## config.mk

```make
export PLATFORM = sky130hd
export DESIGN_NAME = rv_run_supervisor
export DESIGN_NICKNAME = d
export VERILOG_FILES = /design/src/rtl/rv_run_supervisor.sv
export SDC_FILE = /design/constraint.sdc
export NUM_CORES = 1
export LEC_CHECK = 0
export ABC_AREA = 1
export CAP_MARGIN = 20
export CORE_MARGIN = 10
export CORE_UTILIZATION = 45
export CTS_CLUSTER_DIAMETER = 100
export DETAILED_ROUTE_END_ITERATION = 8
export HOLD_SLACK_MARGIN = 0.08
export PLACE_DENSITY = 0.81
export SYNTH_ARGS = -nofsm -noshare
export SYNTH_HDL_FRONTEND = slang
export SYNTH_SLANG_ARGS = --single-unit
```

## constraint.sdc

```tcl
create_clock -name clk -period 3.64 [get_ports clk]
set_input_delay 0.728 -clock clk [delete_from_list [all_inputs] [get_ports clk]]
set_output_delay 0.728 -clock clk [all_outputs]
set_load 0.005 [all_outputs]
```

## src/rtl/rv_run_supervisor.sv

```systemverilog
// Run supervisor for the RV32I MCU: sequences core reset, decodes host-communication
// stores, and ends each run as pass, fail or timeout with cycle/retire counts.
module rv_run_supervisor #(
  parameter int unsigned       DATA_W         = 32,
  parameter int unsigned       ADDR_W         = 32,
  parameter int unsigned       CNT_W          = 32,
  parameter int unsigned       RESET_CYCLES   = 4,
  parameter int unsigned       TIMEOUT_CYCLES = 3000,
  parameter logic [ADDR_W-1:0] TOHOST_ADDR    = ADDR_W'(32'h0000_0FF0)
) (
  input  logic              clk,
  input  logic              reset,
  input  logic              start,
  input  logic              bus_we,
  input  logic [ADDR_W-1:0] bus_addr,
  input  logic [DATA_W-1:0] bus_wdata,
  input  logic              instr_retire,
  output logic              core_rst,
  output logic              running,
  output logic              done,
  output logic              pass,
  output logic              timeout,
  output logic [DATA_W-2:0] fail_code,
  output logic              console_valid,
  output logic [7:0]        console_byte,
  output logic [CNT_W-1:0]  cycle_count,
  output logic [CNT_W-1:0]  retire_count
);

  localparam int unsigned HOLD_W = (RESET_CYCLES > 1) ? $clog2(RESET_CYCLES) : 1;
  localparam logic [HOLD_W-1:0] HOLD_LAST = HOLD_W'(RESET_CYCLES - 1);
  localparam logic [CNT_W-1:0]  TMO_LAST  = CNT_W'(TIMEOUT_CYCLES - 1);
  localparam logic [CNT_W-1:0]  CNT_MAX   = '1;

  typedef enum logic [2:0] {
    ST_HOLD    = 3'd0,
    ST_RUN     = 3'd1,
    ST_PASS    = 3'd2,
    ST_FAIL    = 3'd3,
    ST_TIMEOUT = 3'd4
  } state_e;

  state_e             state_q, state_d;
  logic [HOLD_W-1:0]  hold_q, hold_d;
  logic [CNT_W-1:0]   cycle_q, cycle_d;
  logic [CNT_W-1:0]   retire_q, retire_d;
  logic [DATA_W-2:0]  fail_code_q, fail_code_d;
  logic [7:0]         cons_byte_q, cons_byte_d;
  logic               cons_valid_q, cons_valid_d;
  logic               core_rst_q, core_rst_d;
  logic               running_q, running_d;
  logic               done_q, done_d;
  logic               pass_q, pass_d;
  logic               timeout_q, timeout_d;

  logic tohost_wr_c, wr_pass_c, wr_fail_c, wr_cons_c;

  // Decode of a store to the host-communication address
  always_comb begin
    tohost_wr_c = bus_we && (bus_addr == TOHOST_ADDR);
    wr_pass_c   = tohost_wr_c && (bus_wdata == DATA_W'(1));
    wr_fail_c   = tohost_wr_c && bus_wdata[0] && !wr_pass_c;
    wr_cons_c   = tohost_wr_c && !bus_wdata[0];
  end

  // Next-state and next-output logic; status flags follow the next state
  always_comb begin
    state_d      = state_q;
    hold_d       = hold_q;
    cycle_d      = cycle_q;
    retire_d     = retire_q;
    fail_code_d  = fail_code_q;
    cons_byte_d  = cons_byte_q;
    cons_valid_d = 1'b0;

    unique case (state_q)
      ST_HOLD: begin
        if (hold_q == HOLD_LAST) begin
          state_d = ST_RUN;
        end else begin
          hold_d = hold_q + HOLD_W'(1);
        end
      end
      ST_RUN: begin
        // The terminating cycle itself and its retire pulse are counted
        cycle_d = (cycle_q == CNT_MAX) ? cycle_q : cycle_q + CNT_W'(1);
        if (instr_retire && (retire_q != CNT_MAX)) begin
          retire_d = retire_q + CNT_W'(1);
        end
        if (wr_pass_c) begin
          state_d = ST_PASS;
        end else if (wr_fail_c) begin
          state_d     = ST_FAIL;
          fail_code_d = bus_wdata[DATA_W-1:1];
        end else begin
          if (wr_cons_c) begin
            cons_valid_d = 1'b1;
            cons_byte_d  = bus_wdata[8:1];
          end
          // A terminating write on the last allowed cycle takes priority over timeout
          if (cycle_q == TMO_LAST) begin
            state_d = ST_TIMEOUT;
          end
        end
      end
      ST_PASS, ST_FAIL, ST_TIMEOUT: begin
        if (start) begin
          state_d     = ST_HOLD;
          hold_d      = '0;
          cycle_d     = '0;
          retire_d    = '0;
          fail_code_d = '0;
        end
      end
      default: begin
        state_d = ST_HOLD;
        hold_d  = '0;
      end
    endcase

    core_rst_d = (state_d == ST_HOLD);
    running_d  = (state_d == ST_RUN);
    done_d     = (state_d == ST_PASS) || (state_d == ST_FAIL) || (state_d == ST_TIMEOUT);
    pass_d     = (state_d == ST_PASS);
    timeout_d  = (state_d == ST_TIMEOUT);
  end

  // State and output registers
  always_ff @(posedge clk or negedge reset) begin
    if (!reset) begin
      state_q      <= ST_HOLD;
      hold_q       <= '0;
      cycle_q      <= '0;
      retire_q     <= '0;
      fail_code_q  <= '0;
      cons_byte_q  <= '0;
      cons_valid_q <= 1'b0;
      core_rst_q   <= 1'b1;
      running_q    <= 1'b0;
      done_q       <= 1'b0;
      pass_q       <= 1'b0;
      timeout_q    <= 1'b0;
    end else begin
      state_q      <= state_d;
      hold_q       <= hold_d;
      cycle_q      <= cycle_d;
      retire_q     <= retire_d;
      fail_code_q  <= fail_code_d;
      cons_byte_q  <= cons_byte_d;
      cons_valid_q <= cons_valid_d;
      core_rst_q   <= core_rst_d;
      running_q    <= running_d;
      done_q       <= done_d;
      pass_q       <= pass_d;
      timeout_q    <= timeout_d;
    end
  end

  assign core_rst      = core_rst_q;
  assign running       = running_q;
  assign done          = done_q;
  assign pass          = pass_q;
  assign timeout       = timeout_q;
  assign fail_code     = fail_code_q;
  assign console_valid = cons_valid_q;
  assign console_byte  = cons_byte_q;
  assign cycle_count   = cycle_q;
  assign retire_count  = retire_q;

endmodule

```

; Word-level counts from Yosys, hierarchy flattened
; Cells that the tools add are included.
[totals]
ff_bits = 114
inputBits = 69
wordCells = 79
[classes]
add_sub_neg = 3
eq_ne = 20
n_mux = 22
bitwise = 3
n_reduce_logical = 19
[ops]
columns = operator, n
row1 = $pmux 32 s2, 2
row2 = $mux 32, 3
row3 = $mux 31, 3
row4 = $add 32x1->32 const B, 2
row5 = $eq 32x12->1 const B, 2
row6 = $pmux 31 s2, 1
row7 = $eq 32x1->1 const B, 1
row8 = $eq 32x32->1 const B, 1
row9 = $ne 32x32->1 const B, 1
row10 = $mux 3, 5
row11 = $eq 3x2->1 const B, 4
row12 = $ne 2x2->1 const B, 6
row13 = $pmux 3 s3, 1
row14 = $reduce_and 3->1, 3
row15 = $reduce_and 4->1, 2
row16 = $eq 3x1->1 const B, 2
row17 = $eq 3x3->1 const B, 2
row18 = $logic_and 1x1->1, 6
row19 = $logic_not 3->1, 2
row20 = $pmux 2 s3, 1
row21 = $mux 1, 4
row22 = $mux 2, 2
row23 = $not 1->1, 3
row24 = $reduce_or 3->1, 1
row25 = 5 further kinds, 7

; Depth between registers and ports, before layout
; Gate-level depths: netlist (run 1).
[depth]
word_depth = 11
mapped_depth = 13
ltp_nobuf = 11

; Worst setup path after synthesis (run 1)
; No wires, ideal clock.
[synth_timing]
path_kind = input -> register
start = input bus_addr[3]
end = register fail_code_q[10] (netlist: fail_code[10])
setup_ns = 0.066
arrival_ns = 1.889
t_required_ns = 3.574
path_slack_ns = 1.685
cell_stages = 10
path_cell_list = nor2_1 nand2_1 nor2_1 nand3_1 nor2_1 nand3_1 nand2_1 buf_1 nand3_1 nand2_1
[synth_via]
elab_chain_cells = 7
[synth_rtl]
columns = item, line
row1 = start: declaration, 15  ; input logic [ADDR_W-1:0] bus_addr,
row2 = $eq 32x12->1 (*), 60  ; tohost_wr_c = bus_we && (bus_addr == TOHOST_ADDR);
row3 = $logic_and 1x1->1 (*), 60
row4 = $logic_and 1x1->1, 61  ; wr_pass_c = tohost_wr_c && (bus_wdata == DATA_W'(1));
row5 = $logic_not 1->1, 62  ; wr_fail_c = tohost_wr_c && bus_wdata[0] && !wr_pass_c;
row6 = $logic_and 1x1->1, 62
row7 = $ne 2x2->1 (no source line), n/a
row8 = $reduce_and 4->1 (no source line) (*), n/a
row9 = end signal: assignment, 148  ; fail_code_q <= fail_code_d;
row10 = end: declaration, 47  ; logic [DATA_W-2:0] fail_code_q, fail_code_d;
; Every way passes the cells marked *; elsewhere a longest branch is shown, timed or not.
; A chain may end at the register's enable or synchronous reset.

; Final worst setup path (run 1)
[layout_timing]
start = register retire_q[0] (netlist: retire_count[0])
end = register retire_q[17] (netlist: retire_count[17])
[layout_via]
elab_chain_cells = 4
[layout_rtl]
columns = item, line
row1 = start: declaration, 46  ; logic [CNT_W-1:0] retire_q, retire_d;
row2 = start signal: assignment, 147  ; retire_q <= retire_d;
row3 = branches (longest 4 deep; another with $add 32x1->32), n/a
; Parallel ways; which one is timed is not known. The select of a mux whose other input is x is not followed.

==> metrics.json, run 1 <==
{
  "status": {
    "run_status": "complete, no violations"
  },
  "yosys": {
    "synth_top_cell_area_share_pct": 39.6,
    "ys_ff_latch": 114,
    "ys_dominant_reg_cell": "dfrtp_1",
    "synth.lib_cells_used.distinct": 32,
    "ys.warnings.count": 0,
    "ys_seq_area_share_pct": 40.0,
    "synth_async_sr_flop_share_pct": 100,
    "yosysMostFrequentCell": "nand2_1",
    "synthesis.area_per_instance_um2": 6.59,
    "largest_cells_by_area_after_synthesis": "dfrtp_1, nand2_1, nor2_1",
    "synth-edff-count": 0,
    "synth.largest_area_cell": "dfrtp_1",
    "synth_nets": 1155,
    "synth.top_cells.by_count": "nand2_1, nor2_1, dfrtp_1",
    "netlist_area_mm2": 0.00714,
    "postSynthCellCount": 1083
  },
  "power": {
    "power_density_cells_mw_per_mm2": 444,
    "cellInternalPower_w": 0.00322,
    "power_switching_w": 0.00109,
    "power.clock.fraction_pct": 43.1,
    "seq_power_share_pct": 37.2,
    "comb_power_share_pct": 19.7,
    "worst_ir_drop_vdd_mv": 0.312,
    "switching_share_pct": 25.4,
    "total_leakage_power_nw": 4.51
  },
  "worst_setup_path": {
    "cp-end-kind": "register",
    "critical_path.slowest_cell": "dfrtp_1",
    "critical_path.max_fanout": 48,
    "critical_path_required_ns": 3.98,
    "setup.worst_path.class": "reg2reg",
    "worst_r2r_path_depth": 12,
    "path_common_cell": "nand2_1",
    "setup.worst_path.start_class": "register",
    "count_of_cell_instances_traversed_by_the_critical_path": 12,
    "crit_path_cell_trace": "ha_1 > nand3_1 > inv_1 > nand2_1 > nor2_2 > nand2_1 > nand2_1 > nand2_1 > nand2_1 > buf_4 > nand2_1 > o21ai_0",
    "critPathArrivalTime_ns": 2.83,
    "critPathTopFamily": "simple AND/OR/NAND/NOR gates",
    "buf_inv_stages_crit_path": 2,
    "slowest_delay_ns": 0.49
  },
  "drt": {
    "drtPass1Iterations": 5,
    "initial_drt_markers": 616,
    "viasPerCell": 5.11,
    "drc_errors": 0,
    "average_wire_per_standard_cell_um": 15.3,
    "drt_wl_total_um": 22600,
    "number_of_vias_after_detailed_routing": 7559,
    "route.antenna.remaining_nets": 0
  },
  "layout": {
    "post_route_cells_drive_above_1_share_pct": 4.34,
    "nets": 1328,
    "area_added_between_synthesis_and_finish_pct": 36.1,
    "fillers": 1359,
    "diodes": 0,
    "post_layout_nonfiller_instances": 1479
  },
  "timing": {
    "drv_slew": 0,
    "max_slew.worst_pin.slew_ns": 0.743,
    "final_critical_path_setup_slack_ns": 1.14,
    "rsz0062_at_grt": "false",
    "timing.final.crit_period_ns": 2.50,
    "setup_total_negative_slack_ns": 0,
    "setup_viol": 0,
    "clock_skew_ns": 0.00874,
    "max_freq_mhz": 400,
    "worst_hold_slack_ns": 0.376,
    "hold_viol_final": 0,
    "final.period_utilization_pct": 68.6,
    "maxSlewHeadroom_pct": 50.5
  },
  "clock_network": {
    "cts-buffers-inserted": 17,
    "cts_root_buf": "clkbuf_16",
    "cts.clk_slew.worst_paths_ns": 0.06,
    "cts_tree": "built",
    "clock_tree.buffer_depth": 2,
    "postCtsHoldBufs": 0,
    "clock_insertion_delay_worst_skew_ns": 0.42,
    "cts_post_setup_buffers_inserted": 0,
    "cts_repair_resize_count": 0,
    "h_tree_levels": 4,
    "clock-sinks": 114
  },
  "placement": {
    "dpl.cell_count": 1448,
    "io_buffers": 177,
    "detailedPlacementHpwl_um": 16800,
    "place_ws_ns": 0.975,
    "place.gp.congestion": 0.940
  },
  "global_routing": {
    "grt_max_degree": 58,
    "grt_antenna_before_repair": 0,
    "grtUsageTotal_pct": 21.3,
    "first_global_vias": 7412,
    "grt_first_pass_wirelength_um": 37700,
    "total_congestion_overflow": 0
  },
  "flow_run": {
    "maxCapViolCount": 0
  },
  "floorplanning": {
    "die_h_um": 146,
    "floorplan.rows": 45,
    "die_ar_mm2": 0.0213,
    "start_util_pct": 46.4,
    "floorplan.core_area_mm2": 0.0154,
    "floorplan.die.width_um": 146,
    "top_level_ports": 178
  },
  "min_path": {
    "hold_class": "in2async"
  }
}
layer usage:
layer	track usage (%)	wire length, um	vias to the layer above
li1	-	-	3779
met1	27.9	9910	3412
met2	33.2	10200	316
met3	5.65	1930	52
met4	7.53	555	0
met5	0	0	-
per-stage QoR:
stage	util, %	power, W	cell area, um^2
after global placement	59.0	0.00246	9070
after detailed placement	59.0	0.00248	9070
after CTS	63.2	0.00435	9720
final	63.2	0.00431	9720
after global routing	63.2	0.00451	9720
after floorplan	-	0.00189	7140
state kept, by name, summed over array words and instances (netlist names):
name and flops:
cycle_count 32, retire_count 32, fail_code 31, console_byte 8, state_q 3, hold_q 2, console_valid 1, core_rst 1
done 1, pass 1, running 1, timeout 1
cell type report:
class / instances / area [um^2] / share of cell area (%)
multi-input combinational: 827 / 3700 / 38.0
clock inverter: 10 / 180 / 1.85
tap: 211 / 264 / 2.72
sequential: 114 / 2850 / 29.4
timing repair buffer: 187 / 1840 / 19.0
clock buffer: 21 / 470 / 4.84
inverter: 109 / 409 / 4.21
cells by family (layout without fill, tap and decap cells):
logic type                 Yosys count  count (layout)  share of synthesized area, %
adders and majority gates            3               3                         0.526
xor gates and xnor gates            25              25                          3.07
buffers and inverters              142             327                          8.24
and+or+nand+nor                    711             711                          41.4
AOI/OAI and AO/OA                   88              88                          6.82
DFF                                114             114                          40.0
final timing paths:
path	startpoint	endpoint	slack, ns
max in group asynchronous	reset	cycle_count[6]	2.43
setup reg to reg	retire_count[0]	retire_count[17]	1.14
hold / removal	reset	console_byte[5]	0.38
setup / recovery	retire_count[0]	retire_count[17]	1.14
hold reg to reg	fail_code[10]	fail_code[10]	0.46
min in group clk	fail_code[10]	fail_code[10]	0.46
layout by cell type, fill, tap and decap left out, drive strengths merged, types with 10 or more instances in the layout:
master,netlist,layout
dfrtp,113,113
nand2,353,353
a21o,10,10
nand4,18,18
nor2,187,187
o21ai,69,69
nand3,112,112
buf,21,11
nor3,30,30
inv,109,109
clkbuf,12,21
xor2,22,22
clkdlybuf4s50,0,176
power by group through the flow:
stage	clock network, W	logic (W)	registers (W)
floorplan	0	0.000268	0.00162
global placement	0	0.000847	0.00161
detailed placement	0	0.000862	0.00162
CTS	0.00188	0.000866	0.00160
global route	0.00194	0.000945	0.00163
finish	0.00186	0.000848	0.00160
worst reg2reg max path: stages (launching register included):
cell and delay [ns]:
dfrtp_1 0.49, ha_1 0.34, nand3_1 0.19, inv_1 0.15
nand2_1 0.13, nor2_2 0.17, nand2_1 0.08, nand2_1 0.11
nand2_1 0.06, nand2_1 0.07, buf_4 0.38, nand2_1 0.14
o21ai_0 0.10
Power figures use the tool's default switching activity.
==> run 2: changes to the inputs <==
==> constraint.sdc (replaced) <==
create_clock -name clk -period 2.4 [get_ports clk]
set_input_delay 0.48 -clock clk [delete_from_list [all_inputs] [get_ports clk]]
set_output_delay 0.48 -clock clk [all_outputs]
set_load 0.005 [all_outputs]
==> metrics.json, run 2 (same netlist as run 1, synthesis figures left out) <==
{
  "status": {
    "run_status": {"value": "complete, no violations", "change": "unchanged"}
  },
  "timing": {
    "final.period_utilization": {"value": 92.2, "unit": "%", "change": "was 68.6%"},
    "hold_viol_final": {"value": 0, "change": "unchanged"},
    "clock_skew": {"value": 0.00693, "unit": "ns", "change": "was 0.00874 ns"},
    "maxSlewHeadroom": {"value": 60.3, "unit": "%", "change": "was 50.5%"},
    "timing.final.crit_period": {"value": 2.21, "unit": "ns", "change": "was 2.50 ns"},
    "rsz0062_at_grt": {"value": "false", "change": "unchanged"},
    "setup_viol": {"value": 0, "change": "unchanged"},
    "drv_slew": {"value": 0, "change": "unchanged"},
    "setup_total_negative_slack": {"value": 0, "unit": "ns", "change": "unchanged"},
    "max_freq": {"value": 452, "unit": "MHz", "change": "was 400 MHz"},
    "max_slew.worst_pin.slew": {"value": 0.595, "unit": "ns", "change": "was 0.743 ns"}
  },
  "global_routing": {
    "grt_antenna_before_repair": {"value": 0, "change": "unchanged"},
    "grtUsageTotal": {"value": 21.1, "unit": "%", "change": "was 21.3%"},
    "grt_max_degree": {"value": 57, "change": "was 58"},
    "first_global_vias": {"value": 7264, "change": "was 7412"},
    "total_congestion_overflow": {"value": 0, "change": "unchanged"},
    "grt_first_pass_wirelength": {"value": 37100, "unit": "um", "change": "was 37700 um"}
  },
  "clock_network": {
    "clock-sinks": {"value": 114, "change": "unchanged"},
    "cts_root_buf": {"value": "clkbuf_16", "change": "unchanged"},
    "cts_tree": {"value": "built", "change": "unchanged"},
    "clock_tree.buffer_depth": {"value": 2, "change": "unchanged"},
    "clock_insertion_delay_worst_skew": {"value": 0.42, "unit": "ns", "change": "about the same"},
    "h_tree_levels": {"value": 4, "change": "unchanged"},
    "cts.clk_slew.worst_paths": {"value": 0.06, "unit": "ns", "change": "about the same"},
    "cts-buffers-inserted": {"value": 17, "change": "unchanged"}
  },
  "layout": {
    "layout.cells.most_common": {"value": "nand2_1", "change": "unchanged"},
    "area_added_between_synthesis_and_finish": {"value": 36.3, "unit": "%", "change": "was 36.1%"},
    "fillers": {"value": 1386, "change": "was 1359"},
    "diodes": {"value": 0, "change": "unchanged"},
    "final-seq-area": {"value": 0.00285, "unit": "mm^2", "change": "unchanged"},
    "layout_common_cells": {"value": "nand2_1, nor2_1, clkdlybuf4s50_1", "change": "unchanged"},
    "post_route_cells_drive_above_1_share": {"value": 5.09, "unit": "%", "change": "was 4.34%"},
    "nets": {"value": 1336, "change": "was 1328"},
    "footprint_of_the_multi_input_gates": {"value": 0.00370, "unit": "mm^2", "change": "about the same"}
  },
  "worst_setup_path": {
    "critPathTopFamily": {"value": "simple AND/OR/NAND/NOR gates", "change": "unchanged"},
    "setup.worst_path.class": {"value": "reg2reg", "change": "unchanged"},
    "slowest_delay": {"value": 0.43, "unit": "ns", "change": "was 0.49 ns"},
    "setup.worst_path.start_class": {"value": "register", "change": "unchanged"},
    "path_common_cell": {"value": "nand2_1", "change": "unchanged"},
    "r2r_slack": {"value": 0.19, "unit": "ns", "change": "was 1.14 ns"},
    "critical_path_required": {"value": 2.73, "unit": "ns", "change": "was 3.98 ns"},
    "critical_path.reg2reg.endpoint": {"value": "retire_count[16]", "change": "was retire_count[17]"},
    "worstSetupEndpoint": {"value": "retire_count[16]", "change": "was retire_count[17]"},
    "critical_path.slowest_cell": {"value": "dfrtp_1", "change": "unchanged"},
    "critPathArrivalTime": {"value": 2.54, "unit": "ns", "change": "was 2.83 ns"},
    "crit_path_cell_trace": {"value": "ha_2 > nand3_1 > inv_2 > nand2_1 > nor2_2 > nand2_1 > nand2_1 > nand2_1 > nand2_1 > buf_12 > nand2_1 > o21ai_0", "change": "was ha_1 > nand3_1 > inv_1 > nand2_1 > nor2_2 > nand2_1 > nand2_1 > nand2_1 > nand2_1 > buf_4 > nand2_1 > o21ai_0"},
    "startpoint": {"value": "retire_count[1]", "change": "was retire_count[0]"},
    "worst_r2r_path_depth": {"value": 12, "change": "unchanged"},
    "cp-end-kind": {"value": "register", "change": "unchanged"},
    "buf_inv_stages_crit_path": {"value": 2, "change": "unchanged"},
    "critical_path.max_fanout": {"value": 48, "change": "unchanged"},
    "timing.rr.start": {"value": "retire_count[1]", "change": "was retire_count[0]"},
    "count_of_cell_instances_traversed_by_the_critical_path": {"value": 12, "change": "unchanged"}
  },
  "drt": {
    "drt_wl_total": {"value": 22700, "unit": "um", "change": "was 22600 um"},
    "initial_drt_markers": {"value": 617, "change": "was 616"},
    "average_wire_per_standard_cell": {"value": 15.3, "unit": "um", "change": "about the same"},
    "number_of_vias_after_detailed_routing": {"value": 7630, "change": "was 7559"},
    "drtPass1Iterations": {"value": 5, "change": "unchanged"},
    "drc_errors": {"value": 0, "change": "unchanged"},
    "route.antenna.remaining_nets": {"value": 0, "change": "unchanged"},
    "viasPerCell": {"value": 5.13, "change": "was 5.11"}
  },
  "power": {
    "power_density_cells": {"value": 626, "unit": "mW/mm^2", "change": "was 444 mW/mm^2"},
    "power.clock.fraction": {"value": 38.5, "unit": "%", "change": "was 43.1%"},
    "switching_share": {"value": 27.8, "unit": "%", "change": "was 25.4%"},
    "total_power": {"value": 0.00609, "unit": "W", "change": "was 0.00431 W"},
    "comb_power_share": {"value": 21.5, "unit": "%", "change": "was 19.7%"},
    "total_leakage_power": {"value": 4.51, "unit": "nW", "change": "about the same"},
    "seq_power_share": {"value": 40.0, "unit": "%", "change": "was 37.2%"},
    "power_switching": {"value": 0.00170, "unit": "W", "change": "was 0.00109 W"},
    "worst_ir_drop_vdd": {"value": 0.525, "unit": "mV", "change": "was 0.312 mV"},
    "cellInternalPower": {"value": 0.00440, "unit": "W", "change": "was 0.00322 W"}
  },
  "floorplanning": {
    "floorplan.rows": {"value": 45, "change": "unchanged"},
    "die_ar": {"value": 0.0213, "unit": "mm^2", "change": "unchanged"},
    "floorplan.die.width": {"value": 146, "unit": "um", "change": "unchanged"},
    "top_level_ports": {"value": 178, "change": "unchanged"},
    "die_h": {"value": 146, "unit": "um", "change": "unchanged"},
    "floorplan.core_area": {"value": 0.0154, "unit": "mm^2", "change": "unchanged"},
    "start_util": {"value": 46.4, "unit": "%", "change": "unchanged"}
  },
  "placement": {
    "io_buffers": {"value": 177, "change": "unchanged"},
    "detailedPlacementHpwl": {"value": 17400, "unit": "um", "change": "was 16800 um"},
    "place.gp.congestion": {"value": 0.913, "change": "was 0.940"}
  },
  "min_path": {
    "hold_class": {"value": "reg2reg", "change": "was in2async"}
  },
  "flow_run": {
    "maxCapViolCount": {"value": 0, "change": "unchanged"}
  }
}
[run 2: power groups by stage]
stage	Combinational, W	Sequential [W]	Clock [W]
floorplan	0.000407	0.00246	0
global placement	0.00129	0.00246	0
detailed placement	0.00133	0.00246	0
CTS	0.00134	0.00243	0.00237
global route	0.00146	0.00248	0.00247
finish	0.00131	0.00244	0.00234
[run 2: worst reg2reg max path, stage by stage, from the launching register on]
cell and delay (ns):
dfrtp_1 0.43, ha_2 0.27, nand3_1 0.19, inv_2 0.15, nand2_1 0.13, nor2_2 0.17, nand2_1 0.08, nand2_1 0.11
nand2_1 0.06, nand2_1 0.12, buf_12 0.21, nand2_1 0.12, o21ai_0 0.10
[run 2: layer usage]
metal  wire (um)  track usage (%)  vias up  part of all wire (%)
met5           0                0        -                     0
met4         533             7.79        0                   2.3
met3        2080             5.93       51                   9.1
met2       10500             33.1      326                    46
met1        9650             26.9     3451                    42
li1            -                -     3802                     -
[run 2: layout make-up]
cell class / count / share of cell area (%)
clock buffer: 18 / 4.41
sequential: 114 / 29.3
clock inverter: 14 / 1.21
multi-input combinational: 827 / 38.0
inverter: 109 / 4.21
timing repair buffer: 195 / 20.1
tap: 211 / 2.71
[run 2: worst min path at each step]
stage	from	to	slack (ns)	cells after the start
after floorplan	reset	console_byte[0]	0.18	0
after global placement	fail_code[20]	fail_code[20]	0.45	2
after detailed placement	reset	console_byte[1]	0.46	1
after CTS	fail_code[13]	fail_code[13]	0.47	2
after global routing	fail_code[11]	fail_code[11]	0.49	2
final	fail_code[10]	fail_code[10]	0.47	2
[run 2: what timing repair did]
action / 4_1_cts / 5_1_grt
endpoints found under the hold margin: 29 / 0
resized for setup: 0 / 2
hold buffers: 1 / 0
setup endpoints to repair: 0 / 27
buffers inserted: 0 / 0
[run 2: through the flow]
stage / instances / cell area, um^2 / utilization (%) / hold slack (ns) / setup WS, ns
floorplan: 1083 / 7140 / - / 0.184 / 0.517
global placement: 1455 / 9170 / 59.7 / 0.454 / 0.115
detailed placement: 1455 / 9170 / 59.7 / 0.457 / 0.0995
CTS: 1488 / 9730 / 63.3 / 0.473 / 0.0881
global route: 1488 / 9730 / 63.3 / 0.490 / 0.0110
finish: 1488 / 9730 / 63.3 / 0.468 / 0.188
